`config.mk`:
```
export PLATFORM = sky130hd
export DESIGN_NAME = pid_output_router
export DESIGN_NICKNAME = d
export VERILOG_FILES = /design/src/rtl/pid_output_router.sv
export SDC_FILE = /design/constraint.sdc
export NUM_CORES = 1
export LEC_CHECK = 0
export ABC_CLOCK_PERIOD_IN_PS = 4150
export CAP_MARGIN = 5
export CORE_UTILIZATION = 25
export CTS_BUF_LIST = sky130_fd_sc_hd__clkbuf_4 sky130_fd_sc_hd__clkbuf_8 sky130_fd_sc_hd__clkbuf_16
export DETAILED_ROUTE_END_ITERATION = 10
export GPL_TIMING_DRIVEN = 0
export PLACE_DENSITY = 0.49
export SLEW_MARGIN = 40
export SYNTH_ARGS = -nofsm -noshare
export SYNTH_HDL_FRONTEND = slang
export SYNTH_SLANG_ARGS = --single-unit
```
`constraint.sdc`:
```
create_clock -name clk_in -period 4.15 [get_ports clk_in]
set_input_delay 0.83 -clock clk_in [delete_from_list [all_inputs] [get_ports clk_in]]
set_output_delay 0.83 -clock clk_in [all_outputs]
set_load 0.02 [all_outputs]
```
`src/rtl/pid_output_router.sv`:
```
// Output stage of the PID pipeline: decodes tagged words into DAC writes (coalesced,
// round-robin scheduled) and DDS freq/phase/amp update pulses, with drop/coalesce stats.
module pid_output_router #(
    parameter int N_DAC      = 8,
    parameter int W_DAC_CHAN = 3,
    parameter int W_DAC_DATA = 16,
    parameter int N_DDS      = 4,
    parameter int FREQ_BASE  = 8,
    parameter int PHASE_BASE = 12,
    parameter int AMP_BASE   = 16,
    parameter int W_CHAN     = 5,
    parameter int W_DATA     = 48,
    parameter int W_FREQ     = 48,
    parameter int W_PHASE    = 14,
    parameter int W_AMP      = 10,
    parameter int W_CNT      = 16
) (
    input  logic                  clk_in,
    input  logic                  rst_in,
    input  logic                  dv_in,
    input  logic [W_CHAN-1:0]     chan_in,
    input  logic [W_DATA-1:0]     data_in,
    output logic                  dac_dv_out,
    output logic [W_DAC_CHAN-1:0] dac_chan_out,
    output logic [W_DAC_DATA-1:0] dac_data_out,
    input  logic                  dac_done_in,
    output logic [N_DDS-1:0]      dds_freq_dv_out,
    output logic [N_DDS-1:0]      dds_phase_dv_out,
    output logic [N_DDS-1:0]      dds_amp_dv_out,
    output logic [W_FREQ-1:0]     dds_freq_out,
    output logic [W_PHASE-1:0]    dds_phase_out,
    output logic [W_AMP-1:0]      dds_amp_out,
    input  logic                  clear_cnt_in,
    output logic [W_CNT-1:0]      coalesce_cnt_out,
    output logic [W_CNT-1:0]      drop_cnt_out
);
    localparam logic [1:0] S_IDLE  = 2'd0;
    localparam logic [1:0] S_ISSUE = 2'd1;
    localparam logic [1:0] S_WAIT  = 2'd2;

    logic [1:0]            state;
    logic [N_DAC-1:0]      pend_valid;
    logic [W_DAC_DATA-1:0] pend_data [N_DAC];
    logic [W_DAC_CHAN-1:0] rr_ptr;

    int                    chan_i;
    logic                  dac_hit;
    logic [W_DAC_CHAN-1:0] dac_idx;
    logic [N_DDS-1:0]      freq_hit, phase_hit, amp_hit;
    logic                  drop;
    logic                  sel_found;
    logic [W_DAC_CHAN-1:0] sel_idx;
    logic [W_DAC_CHAN-1:0] cand;
    logic                  issue_now;
    logic                  coalesce;

    assign chan_i = int'(chan_in);

    always_comb begin
        dac_hit   = dv_in && (chan_i < N_DAC);
        dac_idx   = W_DAC_CHAN'(chan_in);
        freq_hit  = '0;
        phase_hit = '0;
        amp_hit   = '0;
        for (int i = 0; i < N_DDS; i++) begin
            freq_hit[i]  = dv_in && (chan_i == FREQ_BASE + i);
            phase_hit[i] = dv_in && (chan_i == PHASE_BASE + i);
            amp_hit[i]   = dv_in && (chan_i == AMP_BASE + i);
        end
        drop = dv_in && !dac_hit && (freq_hit == '0) && (phase_hit == '0) && (amp_hit == '0);
    end

    // Round-robin: first pending channel strictly after rr_ptr, wrapping.
    always_comb begin
        sel_found = 1'b0;
        sel_idx   = '0;
        cand      = '0;
        for (int i = 1; i <= N_DAC; i++) begin
            cand = W_DAC_CHAN'((int'(rr_ptr) + i) % N_DAC);
            if (!sel_found && pend_valid[cand]) begin
                sel_found = 1'b1;
                sel_idx   = cand;
            end
        end
    end

    assign issue_now = (state == S_IDLE) && sel_found;
    assign coalesce  = dac_hit && pend_valid[dac_idx] && !(issue_now && (sel_idx == dac_idx));

    // A write landing on the channel being issued re-arms it after the clear.
    always_ff @(posedge clk_in) begin
        if (rst_in) begin
            pend_valid <= '0;
        end else begin
            if (issue_now) pend_valid[sel_idx] <= 1'b0;
            if (dac_hit)   pend_valid[dac_idx] <= 1'b1;
        end
    end

    always_ff @(posedge clk_in) begin
        if (dac_hit) pend_data[dac_idx] <= data_in[W_DAC_DATA-1:0];
    end

    always_ff @(posedge clk_in) begin
        if (rst_in) begin
            state        <= S_IDLE;
            rr_ptr       <= W_DAC_CHAN'(N_DAC - 1);
            dac_dv_out   <= 1'b0;
            dac_chan_out <= '0;
            dac_data_out <= '0;
        end else begin
            case (state)
                S_IDLE: begin
                    if (sel_found) begin
                        dac_chan_out <= sel_idx;
                        dac_data_out <= pend_data[sel_idx];
                        rr_ptr       <= sel_idx;
                        dac_dv_out   <= 1'b1;
                        state        <= S_ISSUE;
                    end
                end
                S_ISSUE: begin
                    dac_dv_out <= 1'b0;
                    state      <= S_WAIT;
                end
                S_WAIT: begin
                    if (dac_done_in) state <= S_IDLE;
                end
                default: state <= S_IDLE;
            endcase
        end
    end

    always_ff @(posedge clk_in) begin
        if (rst_in) begin
            dds_freq_dv_out  <= '0;
            dds_phase_dv_out <= '0;
            dds_amp_dv_out   <= '0;
            dds_freq_out     <= '0;
            dds_phase_out    <= '0;
            dds_amp_out      <= '0;
        end else begin
            dds_freq_dv_out  <= freq_hit;
            dds_phase_dv_out <= phase_hit;
            dds_amp_dv_out   <= amp_hit;
            if (|freq_hit)  dds_freq_out  <= data_in[W_FREQ-1:0];
            if (|phase_hit) dds_phase_out <= data_in[W_PHASE-1:0];
            if (|amp_hit)   dds_amp_out   <= data_in[W_AMP-1:0];
        end
    end

    always_ff @(posedge clk_in) begin
        if (rst_in || clear_cnt_in) begin
            coalesce_cnt_out <= '0;
            drop_cnt_out     <= '0;
        end else begin
            if (coalesce && !(&coalesce_cnt_out)) coalesce_cnt_out <= coalesce_cnt_out + W_CNT'(1);
            if (drop && !(&drop_cnt_out))         drop_cnt_out     <= drop_cnt_out + W_CNT'(1);
        end
    end
endmodule

```
==> out/results.ini, run 1 <==
[clock_network]
cts_buffers = 31
cts_sinks = 277
clockRootBuffer = clkbuf_16
hold_buffers = 0
worstSkewPairLatency_ns = 0.59
cts.clk_slew.worst_paths_ns = 0.06
cts_tree = done
cts_buffer_depth = 3
htreeDepth = 1

[worst_setup_path]
worstPathRequired_ns = 4.63
path_class = register to register
worst_setup_path_start_kind = register
cp-end-kind = register
crit_fanout = 5
r2r_start = rr_ptr[1]
reg2regPathDepth = 15
r2r_end = coalesce_cnt_out[7]
crit_arrival_ns = 4.61
worstSetupEndpoint = coalesce_cnt_out[7]
critPathLaunch = rr_ptr[1]
reg2reg_slack_ns = 0.01

[synthesis]
synth_edf_count = 128
syn_inst = 1109
synthesis.area_um2 = 11590
yosysTopAreaCell = edfxtp_1
synth_fp_nets = 1171
yosysWarnings = 0
seq_area_frac_synth = 0.5891
async_reset_ff_frac = 0
syn_area_per_cell_um2 = 10.45
synth.area.top_cells = edfxtp_1, dfxtp_1, nand2_1, a21oi_1, mux4_2
netlist.area_leader.share = 0.3317
synth_seq_cells = 277
synth_most_common_cell = nand2_1
synthTopCellsByCount = nand2_1, dfxtp_1, a21oi_1
synth.distinct_cells = 66
synth_ff_type = dfxtp_1

[sta]
maxSlewViolCount = 0
slew-limit-headroom = 0.3911
fin_skew_ns = 0.01757
clock.fmax_mhz = 241.8
fin_crit_ns = 4.136
final-setup-viol-count = 0
fin_crit_sh = 0.9967
tightest_slew_ns = 0.9133
hold_violations = 0
timing.final.ws_setup_ns = 0.01373

[job]
cap_viol_max_count = 0

[power]
total_power_w = 0.009439
p_per_area_nw_per_um2 = 598.6
irDropWorstVdd_mv = 0.3259
p_leak_nw = 5.392

[global_routing]
grt_start_max_net_pins = 17
antenna_found_initial = 0
grt_overflow = 0
grt_pass1_vias = 9354
track_usage = 0.1611
grt_first_pass_wirelength_um = 58160

[place]
port_buffers = 190
place_congestion = 0.8165
place_ws_ns = -1.294
dp_hpwl_um = 26860

[route]
drt_iter0_drc = 619
drt-total-wl_um = 38540
drc = 0
ant_nets = 0
num_vias = 9295
wl_per_cell_um = 19.50
via_per_inst = 4.704
dr.pass1.iters = 7

[floorplanning]
rows = 78
dieArea_um2 = 47220
die_w_um = 217.3
coreArea_um2 = 45580
num_io_pins = 194
die_h_um = 217.3
initial_core_util = 0.2543

[finish]
syn_to_final_growth_pct = 36.08
layout-drive-gt1-share = 0.1352
nNetsFinal = 1416
fillCellCount = 4577
diodes = 0

[outcome]
status = finished clean

[hold_path]
hp-class = register to register

==> placed cells by master (no fill, tap or decap), types with 9 or more instances in the layout <==
cell type        count
mux2i_1             35
and2_1              10
mux4_2              19
inv_1               12
nand2_1            209
clkbuf_1            36
clkdlybuf4s50_1    190
o21ai_0             30
xor2_1              11
nor2b_1             10
nor3_1              15
dfxtp_1            147
nor2_1              75
nand2b_1            11
a211oi_1            15
edfxtp_1           128
and3_1              16
nand4_1              9
a21oi_1            129
clkbuf_2             9
clkbuf_16           31
clkbuf_4            11
buf_4               29
nand3_1             24
==> power by group <==
part	internal, W	switching, W	leakage, nW
Clock	0.00157	0.00111	0.508
Sequential	0.00298	0.0000866	2.36
Combinational	0.00142	0.00227	2.52
==> layout make-up <==
type                            count  area (um2)  area share
Buffer                             62       319.1     0.02023
Clock buffer                       47       945.9     0.05998
Clock inverter                      8       60.06    0.003808
Inverter                           20       78.83    0.004998
Multi-Input combinational cell    745        4648      0.2947
Sequential cell                   277        6834      0.4334
Tap cell                          600       750.7     0.04760
Timing Repair Buffer              217        2133      0.1353
==> how the worst min path moves through the flow <==
| stage | from | to | slack (ns) | cells past startpoint |
|---|---|---|---|---|
| floorplan | state[1] | state[1] | 0.48 | 2 |
| global placement | dds_freq_out[18] | dds_freq_out[18] | 0.44 | 2 |
| detailed placement | dds_freq_out[42] | dds_freq_out[42] | 0.45 | 2 |
| CTS | dds_freq_out[16] | dds_freq_out[16] | 0.45 | 2 |
| global route | dds_freq_out[25] | dds_freq_out[25] | 0.47 | 2 |
| finish | dds_freq_out[16] | dds_freq_out[16] | 0.45 | 2 |
==> metal layers <==
layer | GRT usage | vias up | part of all wire
li1 | - | 4463 | -
met1 | 0.2183 | 4535 | 0.45
met2 | 0.2623 | 252 | 0.47
met3 | 0.03298 | 45 | 0.063
met4 | 0.03709 | 0 | 0.015
met5 | 0 | - | 0
==> stage by stage <==
step           cell area (um2)  TNS (ns)    util  hold slack (ns)  std cells
4_1_cts                  15560         0  0.3414           0.4542       1969
5_1_grt                  15770   -0.3448  0.3460           0.4737       1976
6_report                 15770         0  0.3460           0.4527       1976
3_5_place_dp             14280    -44.19  0.3132           0.4465       1899
3_3_place_gp             14270    -41.04  0.3130           0.4417       1899
2_1_floorplan            11610         0       -           0.4807       1109
==> timing repair <==
action	CTS	global route
cloned	1	0
pin swaps	5	8
endpoints found under the setup margin	47	42
buffers inserted	16	10
resized for setup	40	39
==> worst max-delay path, cell delays in order (launching register included) <==
cell and delay, ns:
dfxtp_4 0.37, buf_12 0.11, inv_2 0.05, ha_4 0.29
mux4_2 0.56, mux2i_2 0.21, nand4_1 0.23, or3_4 0.44
or4b_4 0.57, a21o_1 0.21, a211oi_4 0.25, buf_6 0.16
a2111oi_4 0.07, buf_4 0.17, and3_4 0.17, o21a_1 0.16
==> cells by family (layout without fill, tap and decap cells) <==
logic type / after synthesis / after routing / share of synthesized area
DFF: 277 / 277 / 0.5891
muxes: 64 / 64 / 0.07633
adders and majority gates: 4 / 4 / 0.004319
and+or+nand+nor: 420 / 420 / 0.1623
buffers and inverters: 87 / 354 / 0.03088
AOI/OAI and AO/OA: 238 / 238 / 0.1228
xor gates and xnor gates: 19 / 19 / 0.01436
==> sequential cells by signal, indices dropped and copies added (netlist names), 8 cells and up <==
| signal | flops |
|---|---|
| dds_amp_out | 10 |
| coalesce_cnt_out | 16 |
| dds_freq_out | 48 |
| dac_data_out | 16 |
| pend_data | 128 |
| pend_valid | 8 |
| dds_phase_out | 14 |
| drop_cnt_out | 16 |
Power figures use the tool's default switching activity.
==> run 2: changes to the inputs <==
Settings changed: SETUP_SLACK_MARGIN set to 0.3.
==> run 2 against run 1 <==
Effect of this change:
- register-to-register slack better by 0.03 ns
- power rose by 12%
- critical endpoint unchanged
- non-clock buffer count increased by 31
- design area increased by 4.8%
- highest routed layer unchanged
- clock power about the same
- combinational power grew 31%
- largest cell class unchanged
- cell count increased by 1.6%
- via count grew 2.0%
- die area unchanged
- worst setup slack better by 0.029 ns
==> out/results.ini, run 2 (synthesis gave the netlist of run 1 again) <==
[outcome]
status = finished clean

[sta]
fin_skew_ns = 0.008582  ; -0.008984 ns
maxSlewViolCount = 0  ; unchanged
fin_crit_ns = 4.107  ; -0.02890 ns
slew-limit-headroom = 0.4186  ; +0.02745
hold_violations = 0  ; unchanged
clock.fmax_mhz = 243.5  ; +0.70%
tightest_slew_ns = 0.8721  ; -0.04117 ns
timing.final.ws_setup_ns = 0.04263  ; +0.02890 ns
rsz0062_at_grt = true
fin_crit_sh = 0.9897  ; -0.006964
final-setup-viol-count = 0  ; unchanged

[route]
drt_iter0_drc = 597  ; -3.6%
met1_length_um = 17920  ; +2.7%
wl_met3_um = 2445  ; +0.33%
drc = 0  ; unchanged
wl_per_cell_um = 19.85  ; +1.8%
topRoutingLayerUsed = met4
wl_met2_um = 18590  ; +2.9%
dr.pass1.iters = 5  ; -2
via_per_inst = 4.724  ; +0.44%
ant_nets = 0  ; unchanged
num_vias = 9482  ; +2.0%
drt-total-wl_um = 39840  ; +3.4%

[worst_setup_path]
slowest_stage = mux4_2
crit_fanout = 7  ; +2
path_class = register to register
worst_setup_path_start_kind = register
cp-end-kind = register
cp_slowest_stage_delay_ns = 0.57  ; about the same
cp.buffers_inverters = 6  ; +2
crit_top_cell = buf_6
worstPathRequired_ns = 4.61  ; -0.02 ns
crit_family = simple AND/OR/NAND/NOR gates
crit_arrival_ns = 4.57  ; -0.04 ns
path_cells = buf_6 -> buf_8 -> clkbuf_16 -> inv_8 -> ha_4 -> mux4_2 -> mux2i_2 -> nand4_1 -> or3_4 -> or4b_4 -> a21o_1 -> a211oi_4 -> buf_6 -> a2111oi_4 -> buf_4 -> and3_4 -> o21a_1

[clock_network]
cts_buffers = 31  ; unchanged
clockRootBuffer = clkbuf_16
cts_tree = done
htreeDepth = 1  ; unchanged
cts_buffer_depth = 3  ; unchanged
hold_buffers = 0  ; unchanged
cts.clk_slew.worst_paths_ns = 0.06  ; about the same
worstSkewPairLatency_ns = 0.57  ; -0.02 ns
cts_sinks = 277  ; unchanged

[floorplanning]
coreArea_um2 = 45580  ; unchanged
die_w_um = 217.3  ; unchanged
initial_core_util = 0.2543  ; unchanged
rows = 78  ; unchanged
die_h_um = 217.3  ; unchanged
dieArea_um2 = 47220  ; unchanged
num_io_pins = 194  ; unchanged

[finish]
mostFrequentLayoutCells = nand2_1, clkdlybuf4s50_1, dfxtp_1
largest_register_ffs = 128  ; unchanged
fin_cells = 2007  ; +1.6%
layout_commonest_cell = nand2_1
layout-drive-gt1-share = 0.1827  ; +0.04748
syn_to_final_growth_pct = 42.58
reg_top3 = pend_data (128), dds_freq_out (48)
diodes = 0  ; unchanged
nNetsFinal = 1447  ; +2.2%
top_register = pend_data

[hold_path]
hp-class = register to register

[power]
p_leak_nw = 5.666  ; +5.1%
p_per_area_nw_per_um2 = 642.0  ; +7.3%
total_power_w = 0.01061  ; +12%
irDropWorstVdd_mv = 0.3760  ; +15%

[place]
dp_hpwl_um = 26700  ; -0.59%
place_inst = 1899  ; unchanged
port_buffers = 190  ; unchanged
place_congestion = 0.7963  ; -2.5%
place_ws_ns = -0.9987  ; +0.2958 ns

[global_routing]
grt_start_max_net_pins = 17  ; unchanged
track_usage = 0.1637  ; +0.002627
grt_first_pass_wirelength_um = 58770  ; +1.1%
antenna_found_initial = 0  ; unchanged
grt_pass1_vias = 9411  ; +0.61%
grt_overflow = 0  ; unchanged

[job]
cap_viol_max_count = 0  ; unchanged

==> run 2: cell types whose count changed in the layout (fill, tap and decap cells not counted), moves of 5 or more <==
cell | previous run | this run
a21oi_2 | 1 | 10
o21ai_1 | 2 | 8
a211oi_2 | 1 | 6
buf_2 | 7 | 2
a211oi_1 | 15 | 9
buf_6 | 2 | 21
buf_4 | 29 | 39
a21oi_1 | 129 | 119
o21ai_0 | 30 | 21
nor2_1 | 75 | 70
==> run 2: power breakdown <==
group          internal [W]  switching, W
logic               0.00214       0.00270
registers           0.00298     0.0000806
clock network       0.00158       0.00113
total               0.00670       0.00391
==> run 2: per-stage QoR <==
step / setup TNS, ns / hold WS [ns] / utilization / instance area (um2)
after floorplan: 0 / 0.4807 / - / 11670
after global routing: -1.330 / 0.4720 / 0.3625 / 16520
after detailed placement: -18.20 / 0.4463 / 0.3145 / 14340
after global placement: -18.86 / 0.4417 / 0.3144 / 14330
final: 0 / 0.4535 / 0.3625 / 16520
after CTS: 0 / 0.4543 / 0.3531 / 16090
==> run 2: worst register-to-register path, cell delays in order, from the launching register on <==
cell	delay, ns
dfxtp_2	0.33
buf_6	0.10
buf_8	0.09
clkbuf_16	0.14
inv_8	0.03
ha_4	0.28
mux4_2	0.57
mux2i_2	0.21
nand4_1	0.18
or3_4	0.38
or4b_4	0.57
a21o_1	0.21
a211oi_4	0.22
buf_6	0.16
a2111oi_4	0.06
buf_4	0.17
and3_4	0.16
o21a_1	0.15
==> run 2: final cells by class <==
class | count | area, um2
clock inverters | 12 | 98.84
repair buffers | 243 | 2407
fillers | 4461 | 29050
flip-flops and latches | 277 | 6828
inverters | 20 | 82.58
plain buffers | 67 | 488.0
multi-input cells | 745 | 4965
well taps | 600 | 750.7
clock buffers | 43 | 903.4
==> run 2: path summary, 6_finish.rpt <==
kind / from / end / slack (ns) / depth (start not counted)
setup / recovery: rr_ptr[1] / coalesce_cnt_out[7] / 0.04 / 17
hold / removal: dds_freq_out[18] / dds_freq_out[18] / 0.45 / 2
setup reg to reg: rr_ptr[1] / coalesce_cnt_out[7] / 0.04 / 17
hold reg to reg: dds_freq_out[18] / dds_freq_out[18] / 0.45 / 2
==> run 2: per-layer routing <==
layer  vias up  global-route usage
met3        49             0.02977
met4         0             0.04695
met2       278              0.2668
li1       4519                   -
met5         -                   0
met1      4636              0.2206
==> run 2: what timing repair did <==
item                       4_1_cts  5_1_grt
pin swaps                       22       50
gates cloned                     2        0
resized for setup              113       70
setup endpoints to repair       46       43
buffers inserted                36       15
==> run 3: changes to the inputs <==
--- a/config.mk
+++ b/config.mk
@@ -11,4 +11,5 @@
 export CTS_BUF_LIST = sky130_fd_sc_hd__clkbuf_4 sky130_fd_sc_hd__clkbuf_8 sky130_fd_sc_hd__clkbuf_16
 export DETAILED_ROUTE_END_ITERATION = 10
+export GPL_ROUTABILITY_DRIVEN = 1
 export GPL_TIMING_DRIVEN = 0
 export PLACE_DENSITY = 0.49
==> constraint.sdc (replaced) <==
create_clock -name clk_in -period 4.15 [get_ports clk_in]
set_input_delay 1.0375 -clock clk_in [delete_from_list [all_inputs] [get_ports clk_in]]
set_output_delay 1.0375 -clock clk_in [all_outputs]
set_load 0.02 [all_outputs]
==> results of run 3 <==
The final DEF is identical to that of run 2; final timing and power are the same.
